--- src/rtl/mode1_max_seq_pkg.sv ---
// Shared definitions for the softmax stage-1 max reducer: FP16 constants,
// lane/counter widths and the FSM encoding.
package mode_defs;

  localparam int DATAWIDTH = 16;
  localparam int NUM       = 4;
  localparam int CNT_WIDTH = 8;

  localparam logic [DATAWIDTH-1:0] FP_NEG_INF   = 16'hFC00;
  localparam logic [DATAWIDTH-1:0] FP_CANON_NAN = 16'h7E00;

  typedef enum logic [1:0] {
    IDLE  = 2'd0,
    ACCUM = 2'd1,
    DONE  = 2'd2
  } state_t;

  function automatic logic fp16_is_nan(input logic [DATAWIDTH-1:0] v);
    return (v[14:10] == 5'h1F) && (v[9:0] != 10'd0);
  endfunction

endpackage

--- src/rtl/mode1_max_seq_if.sv ---
// Handshake bundle between the score read-out, the max reducer and the
// subtract stage. slave is the reducer's view, master the driver's view.
interface mode1_max_seq_if;
  import mode_defs::*;

  logic                 start;
  logic [CNT_WIDTH-1:0] num_beats;
  logic                 in_valid;
  logic                 in_ready;
  logic [DATAWIDTH-1:0] a_inp0;
  logic [DATAWIDTH-1:0] a_inp1;
  logic [DATAWIDTH-1:0] a_inp2;
  logic [DATAWIDTH-1:0] a_inp3;
  logic [DATAWIDTH-1:0] max_out;
  logic                 max_valid;
  logic                 max_ready;
  logic                 busy;
  logic                 nan_flag;

  modport slave (
    input  start, num_beats, in_valid, a_inp0, a_inp1, a_inp2, a_inp3, max_ready,
    output in_ready, max_out, max_valid, busy, nan_flag
  );

  modport master (
    output start, num_beats, in_valid, a_inp0, a_inp1, a_inp2, a_inp3, max_ready,
    input  in_ready, max_out, max_valid, busy, nan_flag
  );

endinterface

--- src/rtl/mode1_max_seq_fp16_max2.sv ---
// Two-input FP16 maximum. 'a' is the earlier operand and wins ties; any NaN
// input yields the canonical quiet NaN.
module fp16_max2
  import mode_defs::*;
(
  input  logic [DATAWIDTH-1:0] a,
  input  logic [DATAWIDTH-1:0] b,
  output logic [DATAWIDTH-1:0] z,
  output logic                 is_nan
);

  logic b_gt;

  always_comb begin
    b_gt   = 1'b0;
    is_nan = fp16_is_nan(a) || fp16_is_nan(b);
    // Sign-magnitude order: this also places +0 above -0 without a special case.
    if (a[15] != b[15]) begin
      b_gt = ~b[15];
    end else if (!a[15]) begin
      b_gt = (b[14:0] > a[14:0]);
    end else begin
      b_gt = (b[14:0] < a[14:0]);
    end
    z = is_nan ? FP_CANON_NAN : (b_gt ? b : a);
  end

endmodule

--- src/rtl/mode1_max_seq.sv ---
// Softmax stage 1: reduces a stream of 4-lane FP16 beats to one maximum and
// presents it on a valid/ready result port for the subtract stage.
module mode1_max_seq
  import mode_defs::*;
(
  input  logic            clk,
  input  logic            rst,
  mode1_max_seq_if.slave  bus
);

  state_t               state_q, state_d;
  logic [CNT_WIDTH-1:0] count_q, count_d;
  logic [CNT_WIDTH-1:0] beats_q, beats_d;
  logic [DATAWIDTH-1:0] max_q,   max_d;
  logic                 nan_q,   nan_d;

  logic [DATAWIDTH-1:0] lane     [NUM];
  logic [DATAWIDTH-1:0] pair_z   [NUM/2];
  logic                 pair_nan [NUM/2];
  logic [DATAWIDTH-1:0] beat_z,   run_z;
  logic                 beat_nan, run_nan;
  logic                 xfer;

  assign lane[0] = bus.a_inp0;
  assign lane[1] = bus.a_inp1;
  assign lane[2] = bus.a_inp2;
  assign lane[3] = bus.a_inp3;

  generate
    for (genvar gi = 0; gi < NUM/2; gi++) begin : g_pair
      fp16_max2 u_pair (
        .a      (lane[2*gi]),
        .b      (lane[2*gi+1]),
        .z      (pair_z[gi]),
        .is_nan (pair_nan[gi])
      );
    end
  endgenerate

  fp16_max2 u_beat (
    .a      (pair_z[0]),
    .b      (pair_z[1]),
    .z      (beat_z),
    .is_nan (beat_nan)
  );

  // Running max goes on 'a' so an equal beat value never replaces it.
  fp16_max2 u_run (
    .a      (max_q),
    .b      (beat_z),
    .z      (run_z),
    .is_nan (run_nan)
  );

  assign xfer = (state_q == ACCUM) && bus.in_valid;

  always_comb begin
    state_d = state_q;
    count_d = count_q;
    beats_d = beats_q;
    max_d   = max_q;
    nan_d   = nan_q;
    case (state_q)
      IDLE: begin
        if (bus.start) begin
          beats_d = bus.num_beats;
          max_d   = FP_NEG_INF;
          nan_d   = 1'b0;
          count_d = '0;
          state_d = (bus.num_beats == '0) ? DONE : ACCUM;
        end
      end
      ACCUM: begin
        if (xfer) begin
          max_d   = run_z;
          nan_d   = nan_q | pair_nan[0] | pair_nan[1] | beat_nan | run_nan;
          count_d = count_q + CNT_WIDTH'(1);
          if (count_q == beats_q - CNT_WIDTH'(1)) begin
            state_d = DONE;
          end
        end
      end
      DONE: begin
        if (bus.max_ready) begin
          state_d = IDLE;
        end
      end
      default: state_d = IDLE;
    endcase
  end

  always_ff @(posedge clk or negedge rst) begin
    if (!rst) begin
      state_q <= IDLE;
      count_q <= '0;
      beats_q <= '0;
      max_q   <= FP_NEG_INF;
      nan_q   <= 1'b0;
    end else begin
      state_q <= state_d;
      count_q <= count_d;
      beats_q <= beats_d;
      max_q   <= max_d;
      nan_q   <= nan_d;
    end
  end

  assign bus.in_ready  = (state_q == ACCUM);
  assign bus.max_valid = (state_q == DONE);
  assign bus.busy      = (state_q != IDLE);
  assign bus.max_out   = max_q;
  assign bus.nan_flag  = nan_q;

endmodule

--- src/flat_wrapper.sv ---
// flat-port wrapper written by rule: the top's interface ports become plain ports
module mode1_max_seq_flat import mode_defs::*;
  (clk, rst, bus_start, bus_num_beats, bus_in_valid, bus_a_inp0, bus_a_inp1, bus_a_inp2, bus_a_inp3, bus_max_ready, bus_in_ready, bus_max_out, bus_max_valid, bus_busy, bus_nan_flag);
  mode1_max_seq_if bus_i ();
  input  logic clk;
  input  logic rst;
  input wire logic [$bits(bus_i.start)-1:0] bus_start;
  input wire logic [$bits(bus_i.num_beats)-1:0] bus_num_beats;
  input wire logic [$bits(bus_i.in_valid)-1:0] bus_in_valid;
  input wire logic [$bits(bus_i.a_inp0)-1:0] bus_a_inp0;
  input wire logic [$bits(bus_i.a_inp1)-1:0] bus_a_inp1;
  input wire logic [$bits(bus_i.a_inp2)-1:0] bus_a_inp2;
  input wire logic [$bits(bus_i.a_inp3)-1:0] bus_a_inp3;
  input wire logic [$bits(bus_i.max_ready)-1:0] bus_max_ready;
  output wire logic [$bits(bus_i.in_ready)-1:0] bus_in_ready;
  output wire logic [$bits(bus_i.max_out)-1:0] bus_max_out;
  output wire logic [$bits(bus_i.max_valid)-1:0] bus_max_valid;
  output wire logic [$bits(bus_i.busy)-1:0] bus_busy;
  output wire logic [$bits(bus_i.nan_flag)-1:0] bus_nan_flag;
  assign bus_i.start = bus_start;
  assign bus_i.num_beats = bus_num_beats;
  assign bus_i.in_valid = bus_in_valid;
  assign bus_i.a_inp0 = bus_a_inp0;
  assign bus_i.a_inp1 = bus_a_inp1;
  assign bus_i.a_inp2 = bus_a_inp2;
  assign bus_i.a_inp3 = bus_a_inp3;
  assign bus_i.max_ready = bus_max_ready;
  assign bus_in_ready = bus_i.in_ready;
  assign bus_max_out = bus_i.max_out;
  assign bus_max_valid = bus_i.max_valid;
  assign bus_busy = bus_i.busy;
  assign bus_nan_flag = bus_i.nan_flag;
  mode1_max_seq u_core (.clk(clk), .rst(rst), .bus(bus_i));
endmodule
--- config.mk ---
export PLATFORM = sky130hd
export DESIGN_NAME = mode1_max_seq_flat
export DESIGN_NICKNAME = d
export VERILOG_FILES = /design/src/rtl/mode1_max_seq_pkg.sv /design/src/rtl/mode1_max_seq_if.sv /design/src/rtl/mode1_max_seq_fp16_max2.sv /design/src/rtl/mode1_max_seq.sv /design/src/flat_wrapper.sv
export SDC_FILE = /design/constraint.sdc
export NUM_CORES = 1
export LEC_CHECK = 0
export ABC_CLOCK_PERIOD_IN_PS = 4800
export BUFFER_PORTS_ARGS = -buffer_cell sky130_fd_sc_hd__buf_4
export CAP_MARGIN = 30
export CORE_MARGIN = 2
export CORE_UTILIZATION = 55
export CTS_BUF_LIST = sky130_fd_sc_hd__clkbuf_16
export CTS_CLUSTER_DIAMETER = 40
export DETAILED_ROUTE_END_ITERATION = 6
export HOLD_SLACK_MARGIN = 0.03
export PLACE_DENSITY = 0.86
export RECOVER_POWER = 50
export SYNTH_ARGS = -nofsm -noshare
export SYNTH_HDL_FRONTEND = slang
export SYNTH_SLANG_ARGS = --single-unit
--- constraint.sdc ---
create_clock -name clk -period 4.8 [get_ports clk]
set_input_delay 0.96 -clock clk [delete_from_list [all_inputs] [get_ports clk]]
set_output_delay 0.96 -clock clk [all_outputs]
set_load 0.1 [all_outputs]
==> parameters.txt, run 1 <==
Parameter                              Value

Status
  Run status    stopped before the end
  Stage at which the run stopped    global routing (5_1_grt)
  First error    [ERROR DPL-0038] Utilization greater than 100%, impossible to legalize

CTS
  Hold-fix buffer count after cts    0
  Count of clock tree sinks    35
  Maximum level of the CTS H-tree    2
  Cell chosen for the clock root    sky130_fd_sc_hd__clkbuf_16
  Number of buffers inserted during clock tree synthesis    5
  Max Buffers Root-to-Sink    2

Die
  Placement row count    32
  I/O pin cnt    97
  Starting density of the core    0.5730
  Die outline height    93.96 um
  Horizontal die dimension    93.96 um

Synth
  Proportion of synthesized flip-flops having asynchronous set or reset    1.000
  Post-synthesis net count    708
  Number of cells produced by synthesis    571
  Post-synthesis cell area    4451 um^2
  Sequential element share of the synthesized area    0.1985
  Number of register bits inferred by synthesis    35
  Cell variety after synth    69
  Avg Inst Size Synth    7.794 um^2
  Number of warnings issued by yosys    0
  Count of flip-flops with a built-in enable after synthesis    0
  Most common flop cell mapped by yosys    sky130_fd_sc_hd__dfrtp_1

STA
  Worst-slack endpoint at the end of global-route timing repair    u_core.bus.max_out[5]$_DFFE_PN0P_/D
  Kind of the worst endpoint    register input

Placement
  DPL Wire Length    13.01 mm
  Count of buffers inserted at the top-level ports    96
  Post-placement setup slack    -2729 ps
  Routability congestion estimate    0.9390

Global route
  Largest net degree at the start of global routing    36
==> cell usage after synthesis, drive strengths merged, types with 5 or more instances <==
cell     count  share of area
a211oi       6          0.011
a21o        10          0.017
a21oi       32          0.036
a2bb2oi      5         0.0098
buf          5         0.0048
clkbuf      14          0.012
dfrtp       29           0.16
dfstp        6          0.035
ha          60           0.17
inv         66          0.056
mux2         7          0.019
mux2i       21          0.048
nand2       47          0.040
nand2b      11          0.015
nand3       19          0.021
nand4       17          0.025
nor2        54          0.046
nor2b        8          0.011
nor3        10          0.011
nor4        14          0.022
o211ai      10          0.017
o21ai       27          0.030
o2bb2ai     11          0.022
or2          7         0.0098
xnor2       10          0.020
xor2        10          0.020
==> metrics by stage <==
step / util / std cells / setup TNS (ps) / area [um^2] / hold slack, ps
floorplan: - / 571 / -31340 / 4584 / 497.5
global placement: 0.8397 / 910 / -36090 / 6523 / 497.4
detailed placement: 0.8397 / 910 / -43250 / 6523 / 505.1
CTS: 0.9372 / 938 / -35590 / 7279 / 524.4
==> repair_timing <==
item	in CTS
endpoints found under the setup margin	16
gates resized for setup	87
pin swaps	36
buffers inserted	18
cloned	2
==> logic make-up after synthesis <==
logic type | synth area share
buffers and inverters | 0.07253
adders and majority gates | 0.1687
and+or+nand+nor | 0.2342
xor gates and xnor gates | 0.03936
DFF | 0.1985
muxes | 0.06663
AOI/OAI and AO/OA | 0.2201
==> inputs of run 2 (changes only) <==
--- a/config.mk
+++ b/config.mk
@@ -9,12 +9,9 @@
 export BUFFER_PORTS_ARGS = -buffer_cell sky130_fd_sc_hd__buf_4
 export CAP_MARGIN = 30
 export CORE_MARGIN = 2
-export CORE_UTILIZATION = 55
-export CTS_BUF_LIST = sky130_fd_sc_hd__clkbuf_16
-export CTS_CLUSTER_DIAMETER = 40
+export CORE_UTILIZATION = 40
 export DETAILED_ROUTE_END_ITERATION = 6
-export HOLD_SLACK_MARGIN = 0.03
-export PLACE_DENSITY = 0.86
+export PLACE_DENSITY_LB_ADDON = 0.15
 export RECOVER_POWER = 50
 export SYNTH_ARGS = -nofsm -noshare
 export SYNTH_HDL_FRONTEND = slang
==> run 2 against run 1 <==
Effect of this change:
- the flow now finishes, with violations (max-capacitance violations, max-slew violations, negative setup slack)
- synthesized cell count stayed put
- area after synthesis unchanged
==> parameters.txt, run 2 <==
Parameter                              Value

Synth
  Post-synthesis cell area    4451 um^2 (unchanged)
  Largest cells by area after synthesis    sky130_fd_sc_hd__ha_1 17%, sky130_fd_sc_hd__dfrtp_1 16%, sky130_fd_sc_hd__inv_1 5.6%, sky130_fd_sc_hd__nor2_1 4.6%, sky130_fd_sc_hd__mux2i_1 4.5%
  Most frequently used cell type in the post-synthesis netlist    sky130_fd_sc_hd__inv_1
  Avg Inst Size Synth    7.794 um^2 (unchanged)
  Number of cells produced by synthesis    571 (unchanged)
  Sequential element share of the synthesized area    0.1985 (unchanged)
  Largest area contributor in the netlist    sky130_fd_sc_hd__ha_1
  Count of flip-flops with a built-in enable after synthesis    0 (unchanged)
  Synth top cells by count    66 x sky130_fd_sc_hd__inv_1, 60 x sky130_fd_sc_hd__ha_1, 54 x sky130_fd_sc_hd__nor2_1
  Most common flop cell mapped by yosys    sky130_fd_sc_hd__dfrtp_1
  Number of warnings issued by yosys    0 (unchanged)
  Cell variety after synth    69 (unchanged)
  Post-synthesis net count    708 (unchanged)
  Proportion of synthesized flip-flops having asynchronous set or reset    1.000 (unchanged)
  Area share of the largest cell type after synthesis    0.1687 (unchanged)
  Number of register bits inferred by synthesis    35 (unchanged)

Finish
  Most common cell after layout, fill and taps aside    sky130_fd_sc_hd__buf_4
  Share of final-layout standard cells stronger than drive strength 1    0.5152
  Diodes inserted    0
  Max FFs per register    16
  Layout fillers    808
  Area Overhead vs Synth    77.82%
  Post-layout instance count excluding filler cells    1029
  Post-layout instance area    7914 um^2
  Number of nets in the final layout    1025
  Most frequent cells in the layout    307 x sky130_fd_sc_hd__buf_4, 52 x sky130_fd_sc_hd__nor2_1, 52 x sky130_fd_sc_hd__inv_1

Detailed routing
  Number of detailed-route iterations in the first pass    5
  Vias    5540
  First-iteration detailed-routing DRC count    341
  DRC Markers    0
  WL/cell    16.11 um
  Via density    5.384
  Final wirelength    16.58 mm
  Count of nets left with antenna violations after detail routing    0

Setup path
  Count of cells along the worst register-to-register path    16
  Worst path buffer plus inverter count    6
  Start point of the critical path    bus_a_inp0[2]
  Maximum cell stage delay along the critical path    300 ps
  Cell with the largest stage delay on the worst path    sky130_fd_sc_hd__o31a_1
  Arrival time of data at the critical path endpoint    7230 ps
  Logic depth of the worst path, buffers included    39
  Worst Setup End Kind    flop
  Worst reg-to-reg setup slack    1920 ps
  Category of the most critical setup path    input pin to flop
  Crit path required time    5000 ps
  Worst path most repeated cell    sky130_fd_sc_hd__a21o_1
  Setup crit start kind    input pin
  Dominant delay contributor by cell family on the critical path    compound AO/OA/AOI/OAI gates
  Terminus of the critical flop-to-flop path    u_core.bus.max_out[8]$_DFFE_PN0P_
  Crit Path Max Fanout    8
  Capturing instance or port of the critical path    u_core.bus.max_out[8]$_DFFE_PN0P_
  Beginning of the worst register-to-register path    u_core.bus.max_out[8]$_DFFE_PN0P_

Global route
  Largest net degree at the start of global routing    36
  Routing usage on met1    0.3422
  Routing usage on met3    0.01956
  Global-route usage over all layers    0.2677
  Grt peak-use layer    met2
  Global route overflow    0
  Vias in the first global route    5576
  Initial antenna violation count    0
  Routing usage on met2    0.4832
  Global-route wire length before repair    25.91 mm

Power
  Worst ir drop on vdd    0.7483 mV
  Static leakage    3.945 nW
  P per Cell Area    449.2 nW/um^2

STA
  Maximum clock skew at final layout    10.30 ps
  Final hold violations    0
  Final number of setup-violating endpoints    16
  Post-route minimum period    7029 ps
  Worst-Margin Slew    1831 ps
  Final worst setup slack    -2229 ps
  Share of the clock period used by the worst path after layout    1.464
  Headroom to the max-slew limit    -0.2207
  RSZ-0062 raised after global routing    true
  Slew Limit Fails    36
  Max Fclk    142.3 MHz

CTS
  Cell chosen for the clock root    sky130_fd_sc_hd__clkbuf_8
  Worst-path clk slew    70 ps
  Count of clock tree sinks    35 (unchanged)
  Hold-fix buffer count after cts    0 (unchanged)
  Maximum level of the CTS H-tree    2 (unchanged)
  Clock tree from TritonCTS    built
  Source-to-sink clock delay at the later pin of the worst-skew pair    290 ps
  Number of buffers inserted during clock tree synthesis    5 (unchanged)
  Max Buffers Root-to-Sink    2 (unchanged)

Flow run
  Max_cap viols    1

Die
  I/O pin cnt    97 (unchanged)
  Area of the die    11990 um^2
  Starting density of the core    0.4105 (-0.1624)
  Die outline height    109.5 um (+17%)
  Horizontal die dimension    109.5 um (+17%)
  Area inside the core boundary    10840 um^2
  Placement row count    38 (+19%)

Placement
  Count of buffers inserted at the top-level ports    96 (unchanged)
  Post-placement setup slack    -2497 ps (+232.0 ps)
  Routability congestion estimate    0.9532 (+1.5%)
  Number of cells after detailed placement    955 (+4.9%)
  Post-DP Area    6623 um^2 (+1.5%)
  DPL Wire Length    11.81 mm (-9.3%)

Worst hold path
  Worst min-delay path category    flop to flop
  Start point of the worst min-delay path    u_core.bus.max_out[14]$_DFFE_PN1P_

Status
  Run status    finished, violations left
  Violated checks    max-capacitance violations, max-slew violations, negative setup slack
[run 2: cell counts after synthesis]
Identical to the previous run, type by type.
[run 2: worst min path at each step]
stage,endpoint,cells past startpoint
6_report,u_core.bus.max_out[14]$_DFFE_PN1P_,2
4_1_cts,u_core.bus.max_out[14]$_DFFE_PN1P_,2
3_3_place_gp,u_core.bus.max_out[14]$_DFFE_PN1P_,2
2_1_floorplan,u_core.beats_q[6]$_DFFE_PN0P_,1
3_5_place_dp,u_core.bus.max_out[14]$_DFFE_PN1P_,2
5_1_grt,u_core.bus.max_out[14]$_DFFE_PN1P_,2
[run 2: cells by family (layout without fill, tap and decap cells)]
| family | count (synthesis) | count (layout) | share of synthesized area |
|---|---|---|---|
| compound gates | 137 | 137 | 0.2201 |
| xor+xnor | 20 | 20 | 0.03936 |
| fa+ha+maj | 60 | 60 | 0.1687 |
| buf+inv | 85 | 403 | 0.07253 |
| flops | 35 | 35 | 0.1985 |
| mux | 28 | 28 | 0.06663 |
| simple gates | 206 | 206 | 0.2342 |
[run 2: worst register-to-register path, delay by kind of cell (launching register included)]
family / cells / cell delay [ps]
compound gates: 9 / 1520
fa+ha+maj: 1 / 250
buf+inv: 2 / 310
flops: 1 / 430
simple gates: 4 / 300
[run 2: area by class of cell]
cell class / instances / area [um^2] / area share
flip-flops and latches: 35 / 883.3 / 0.1116
well taps: 140 / 175.2 / 0.02213
inverters: 66 / 260.3 / 0.03289
clock buffers: 6 / 72.57 / 0.009170
multi-input cells: 451 / 3901 / 0.4930
clock inverters: 2 / 12.51 / 0.001581
repair buffers: 329 / 2609 / 0.3296
[run 2: layer usage]
| layer | part of all wire | vias to the layer above |
|---|---|---|
| li1 | - | 2701 |
| met5 | 0 | - |
| met3 | 0.040 | 32 |
| met2 | 0.50 | 166 |
| met1 | 0.44 | 2641 |
| met4 | 0.022 | 0 |
[run 2: timing repair]
action,in CTS,in global routing
setup endpoints to repair,16,16
resized for setup,95,25
setup buffers,52,14
cloned,2,1
pin swaps,47,31
[run 2: where the power goes]
group	switching [W]	internal (W)	total (W)
clock network	0.000112	0.000101	0.000214
registers	0.000155	0.000429	0.000584
logic	0.00159	0.00117	0.00276
total	0.00186	0.00170	0.00355
[run 2: stage by stage]
stage          hold WS (ps)  TNS, ps  total power [W]  utilization
6_report              522.3   -34910         0.003555       0.7300
5_1_grt               547.6   -39320         0.003768       0.7300
4_1_cts               520.7   -29590         0.003360       0.7049
3_5_place_dp          500.3   -39210         0.002838       0.6109
3_3_place_gp          497.3   -37690         0.002781       0.6109
2_1_floorplan         497.5   -31340         0.002121            -
No activity file was read; power rests on OpenSTA's default activity.
